==> config.mk <==
export PLATFORM = sky130hd
export DESIGN_NAME = lfsr_gen
export DESIGN_NICKNAME = d
export VERILOG_FILES = /design/src/rtl/lfsr_gen.sv
export SDC_FILE = /design/constraint.sdc
export NUM_CORES = 1
export LEC_CHECK = 0
export CAP_MARGIN = 30
export CORE_ASPECT_RATIO = 1.75
export CORE_MARGIN = 3
export CORE_UTILIZATION = 42
export CTS_CLUSTER_DIAMETER = 40
export CTS_CLUSTER_SIZE = 28
export DETAILED_ROUTE_END_ITERATION = 8
export PLACE_DENSITY = 0.75
export SETUP_SLACK_MARGIN = 0.05
export SLEW_MARGIN = 20
export SYNTH_ARGS = -nofsm -noshare
export SYNTH_HDL_FRONTEND = slang
export SYNTH_SLANG_ARGS = --single-unit
export TNS_END_PERCENT = 30
==> constraint.sdc <==
create_clock -name clk -period 1.75 [get_ports clk]
set_input_delay 0.35 -clock clk [delete_from_list [all_inputs] [get_ports clk]]
set_output_delay 0.35 -clock clk [all_outputs]
set_load 0.02 [all_outputs]
==> src/rtl/lfsr_gen.sv <==
// lfsr_gen: parametrised Fibonacci LFSR with parallel and serial seed load, run/hold control,
// period tracking and all-zero lock-up detection.
// Optional feature macro: LFSR_LOCKUP_RECOVER_EN. When it is defined, a run step taken from
// the all-zero state reloads DEFAULT_SEED.
module lfsr_gen #(
    parameter int unsigned      WIDTH        = 6,
    parameter logic [WIDTH-1:0] TAPS         = WIDTH'(6'b110000),
    parameter logic [WIDTH-1:0] DEFAULT_SEED = WIDTH'(1)
) (
    input  logic             clk,
    input  logic             rst_n,
    input  logic             load_en,
    input  logic [WIDTH-1:0] seed,
    input  logic             seed_shift_en,
    input  logic             seed_bit,
    input  logic             run_en,
    output logic [WIDTH-1:0] q,
    output logic             out_bit,
    output logic [WIDTH-1:0] step_cnt,
    output logic             period_done,
    output logic             lockup
);

    logic [WIDTH-1:0] q_q, q_d;
    logic [WIDTH-1:0] start_q, start_d;
    logic [WIDTH-1:0] cnt_q, cnt_d;
    logic             pd_q, pd_d;
    logic             fb;
    logic [WIDTH-1:0] q_step;
    logic [WIDTH-1:0] q_shift;

    // Next-state selection: load > serial shift > run > hold.
    always_comb begin
        fb      = ^(q_q & TAPS);
        q_step  = {q_q[WIDTH-2:0], fb};
        q_shift = {q_q[WIDTH-2:0], seed_bit};
        q_d     = q_q;
        start_d = start_q;
        cnt_d   = cnt_q;
        pd_d    = 1'b0;
        if (load_en) begin
            q_d     = seed;
            start_d = seed;
            cnt_d   = '0;
        end else if (seed_shift_en) begin
            q_d     = q_shift;
            start_d = q_shift;
            cnt_d   = '0;
        end else if (run_en) begin
`ifdef LFSR_LOCKUP_RECOVER_EN
            if (q_q == '0) begin
                q_d     = DEFAULT_SEED;
                start_d = DEFAULT_SEED;
                cnt_d   = '0;
            end else begin
`else
            begin
`endif
                q_d = q_step;
                if (q_step == start_q) begin
                    // Back at the start value: one full period completed.
                    pd_d  = 1'b1;
                    cnt_d = '0;
                end else begin
                    cnt_d = cnt_q + WIDTH'(1);
                end
            end
        end
    end

    // State registers with synchronous active-low reset.
    always_ff @(posedge clk) begin
        if (!rst_n) begin
            q_q     <= DEFAULT_SEED;
            start_q <= DEFAULT_SEED;
            cnt_q   <= '0;
            pd_q    <= 1'b0;
        end else begin
            q_q     <= q_d;
            start_q <= start_d;
            cnt_q   <= cnt_d;
            pd_q    <= pd_d;
        end
    end

    // Outputs come straight from the registers; lockup is decoded from the registered state.
    always_comb begin
        q           = q_q;
        out_bit     = q_q[WIDTH-1];
        step_cnt    = cnt_q;
        period_done = pd_q;
        lockup      = (q_q == '0);
    end

endmodule
## Yosys cells after proc, flatten, opt, wreduce, memory -nomap -nowiden

Cells that the tools add are included.

- Register bits after elaboration: 19
- Output and inout port bits: 15
- Bits of input ports: 12
- Word-level logic and storage cells: 21

- Bitwise logic cells: 2
- Multiplexer cells: 7
- Reductions and logical operators: 6
- Equality and inequality tests: 1
- Add/sub/neg operators: 1

Operators by type and width:

| cell | number |
|---|---|
| two-way mux 6 bit | 6 |
| adder 6 x 1 -> 6 bit (second input constant) | 1 |
| == test 6 bit | 1 |
| zero test 6 bit | 1 |
| parity 6 bit | 1 |
| OR reduction 4 bit | 1 |
| nonzero test 3 bit | 1 |
| OR reduction 3 bit | 1 |
| inverter 1 bit | 2 |
| nonzero test 2 bit | 1 |
| two-way mux 1 bit | 1 |

## Logic depth before layout (Yosys ltp)

- Depth in word-level cells: 4
- Gate-level depth with buffers: 5
- Mapped depth without buffers: 5

## Least setup slack after synthesis

OpenSTA, ideal clock, no wires.

- Path kind: reg2reg
- Start point: register q_q[4] (netlist: q[4])
- End point: register q_q[0] (netlist: q[0])
- Path buffers: 0
- Data arrival time: 1.567 ns
- Data required time: 1.617 ns
- Setup time: 0.133 ns
- Period minus slack after synthesis: 1.700 ns
- Slack: 0.050 ns
- Stages on the path, launching flop included: 6
- Path through: dfxtp_1 inv_1 ha_1 or3b_2 a21oi_1 o31ai_1

- Longest elaborated chain between the ends: 4

RTL lines:

| item | RTL line | source |
|---|---|---|
| from (decl) | 24 | `logic [WIDTH-1:0] q_q, q_d;` |
| from (signal assigned) | 79 | `q_q <= q_d;` |
| parity 6 bit | 34 | `fb = ^(q_q & TAPS);` |
| two-way mux 6 bit | 49 | `end else if (run_en) begin` |
| two-way mux 6 bit | 45 | `end else if (seed_shift_en) begin` |
| two-way mux 6 bit | 41 | `if (load_en) begin` |

Every way passes these cells. The select of a mux whose other input is x is not followed.
A chain may end at the register's enable or synchronous reset.

## Final worst setup path

- Start point: register cnt_q[4] (netlist: step_cnt[4])
- End point: output port step_cnt[4]

RTL lines:

| item | RTL line | source |
|---|---|---|
| from (decl) | 26 | `logic [WIDTH-1:0] cnt_q, cnt_d;` |
| from (signal assigned) | 81 | `cnt_q <= cnt_d;` |
| to (decl) | 19 | `output logic [WIDTH-1:0] step_cnt,` |

No word-level cell between the ends.

==> flow_summary.ini <==
[worst_setup_path]
worst-path-buf-inv = 1
r2r-start = q[5]$_SDFFE_PN0P_
crit_type = reg -> out
worstPathArrival_ns = 1.29
worstSetupStartpointType = register
crit_chain = clkdlybuf4s50_1
crit_required_ns = 1.40
cpPeakStageDelay_ns = 0.62
startpoint = step_cnt[4]$_SDFFE_PP0P_
critPathMaxFanout = 3
end_kind = primary output
slowest_stage = clkdlybuf4s50_1
crit_family = buffers and inverters

[min_path]
holdCritPathClass = reg -> reg
hold_start = step_cnt[5]$_SDFFE_PP0P_

[cts]
post_cts_resized = 9
postCtsSetupRepairBufs = 0
htreeDepth = 1
path_clk_slew_ns = 0.11
insertion_delay_ns = 0.29
clkSinkCount = 19
cts_buffers = 3
clock_path_buffers = 2
clk_root_buffer_cell = clkbuf_4
cts_hold_buffers = 0
cts_tree = built

[pwr]
power.share.clock = 0.245
p_switching_mw = 0.2565
power.density_mw_per_mm2 = 664.1
swShare = 0.2825
comb_power_share = 0.241
p_seq_frac = 0.514
leakage_nw = 0.6635
intPower_mw = 0.6516
ir_worst_vdd_v = 0.0006505

[timing]
hold_violations = 0
finalMaxSlewViolations = 0
relSlewSlack = 0.8312
period_share = 0.9385
worst_pin_slew_ns = 0.2525
fin_skew_ns = 0.006328
rsz0062_at_grt = false
finalSetupViolations = 0
period_needed_ns = 1.642
fmax_ghz = 0.6089

[floorplan]
die_x_um = 42.95
core_area_mm2 = 0.002175
die_y_um = 70.66
io_pins = 27
start_util = 0.4614
rows = 22
dieArea_mm2 = 0.003035

[final_layout]
layout.nets = 155
final_cells = 164
fin_util = 0.6289
antennaDiodeCount = 0
area_growth_pct = 36.28
drive_above_1_share = 0.1786

[status]
outcome = complete, no violations

[drt]
dr.pass1.iters = 4
routedWlPerCell_um = 13.49
routed_wl_mm = 2.212
via_count = 876
avgViaCountPerCell = 5.341
drt_iter0_markers = 7
drc_errors = 0
postRouteAntennaNets = 0

[logic_synthesis]
ys_top_cells_by_area = dfxtp_1 (38%), mux2i_1 (6.0%), xor2_1 (5.2%), o211a_1 (5.0%), a211oi_1 (3.7%)
syn_area_mm2 = 0.001003
synth_top_area_cell = dfxtp_1
avgSynthCellArea_um2 = 9.467
synth_nets = 120
syn_inst = 106
synth-seq-cells = 19
yosys_warnings = 0
synth_cell_types = 34
synth-seq-area-share = 0.3791
synth_top_area_frac = 0.3791

[grt]
grt_overflow_total = 0
grt_pass1_vias = 870
track_usage = 0.1606
grt_max_degree = 17
antenna_found_initial = 0
grt_pass1_wl_mm = 3.753

[placement]
post-dp-hpwl_mm = 1.721
gp_congestion = 0.8548
port_buffers = 26
placedCellCount = 160

[flow_run]
max_cap_violations = 0
[synth_stat cells]
master,instances
or2b_1,1
xnor2_1,4
nor4_1,1
nor3_2,1
o31ai_1,1
dfxtp_1,19
nor2b_1,1
xor2_1,6
a221oi_2,1
nor2_1,2
inv_1,2
ha_1,2
mux2i_1,6
or2_2,1
nand2_1,7
nand2b_1,4
a211oi_1,5
and4_4,1
clkbuf_1,1
or3_1,1
a21oi_1,2
or3_4,1
o211a_1,5
and3b_1,1
buf_4,1
clkbuf_2,1
nand3_1,6
buf_6,2
and2_1,6
buf_2,3
or3b_2,1
o21ai_0,7
nand4_1,2
o211ai_2,1
[power groups by stage]
stage                     clock network (mW)  logic, mW  registers [mW]
after floorplan                            0      0.112           0.495
after global placement                     0      0.226           0.476
after detailed placement                   0      0.229           0.477
after CTS                              0.231      0.222           0.467
after global routing                   0.251      0.240           0.470
final                                  0.223      0.219           0.467
[metal layers]
metal | vias to the layer above | share of wire | global-route usage
li1 | 446 | - | -
met1 | 404 | 0.40 | 0.1604
met2 | 22 | 0.54 | 0.3010
met3 | 4 | 0.040 | 0.02545
met4 | 0 | 0.022 | 0.08725
met5 | - | 0 | 0
[per-stage QoR]
stage | setup slack [ns] | power, mW | hold slack, ns | instance area [µm²] | TNS, ns
global placement | 0.008291 | 0.7030 | 0.5127 | 1344 | 0
finish | 0.1077 | 0.9082 | 0.5419 | 1368 | 0
floorplan | 0.1486 | 0.6075 | 0.4717 | 1005 | 0
global route | 0.05489 | 0.9602 | 0.5711 | 1368 | 0
CTS | 0.05115 | 0.9200 | 0.5453 | 1363 | 0
detailed placement | -0.02271 | 0.7057 | 0.5287 | 1344 | -0.03442
[cell type report]
class | instances | area, µm²
fillers | 187 | 807.0
multi-input cells | 77 | 561.8
flip-flops and latches | 19 | 381.6
repair buffers | 38 | 359.1
well taps | 24 | 30.03
clock buffers | 3 | 22.52
inverters | 2 | 7.507
clock inverters | 1 | 5.005
[placed cells by master, fill, tap and decap left out, types with 2 or more instances in the layout]
master and instances:
dfxtp_1 18, clkdlybuf4s50_1 14, buf_4 11, nand2_1 7
o21ai_0 7, dlygate4sd2_1 7, and2_1 6, mux2i_1 6
xor2_1 6, nand3_1 6, o211a_1 5, a211oi_1 5
nand2b_1 4, xnor2_1 4, dlymetal6s2s_1 4, clkbuf_4 3
inv_1 2, a21oi_1 2, nor2_1 2, nand4_1 2
ha_1 2
[sequential cells by signal (all words and copies together) (netlist names)]
register,cells
q,6
period_done,1
start_q,6
step_cnt,6
[final timing paths]
kind | cells past startpoint | end | slack [ns]
worst max-delay path | 1 | step_cnt[4] | 0.11
worst min-delay path | 2 | step_cnt[5]$_SDFFE_PP0P_ | 0.54
worst max register to register | 5 | q[0]$_SDFFE_PN1P_ | 0.22
worst min register to register | 2 | step_cnt[5]$_SDFFE_PP0P_ | 0.54
[cell families after synthesis]
kind of cell	synth area share
multiplexers	0.05985
adder cells (fa/ha/maj)	0.02493
flip-flops	0.3790
XOR/XNOR	0.08728
AND/OR/NAND/NOR	0.2207
AO/OA/AOI/OAI	0.1671
buffers and inverters	0.06109
(Power assumes the default switching activity.)
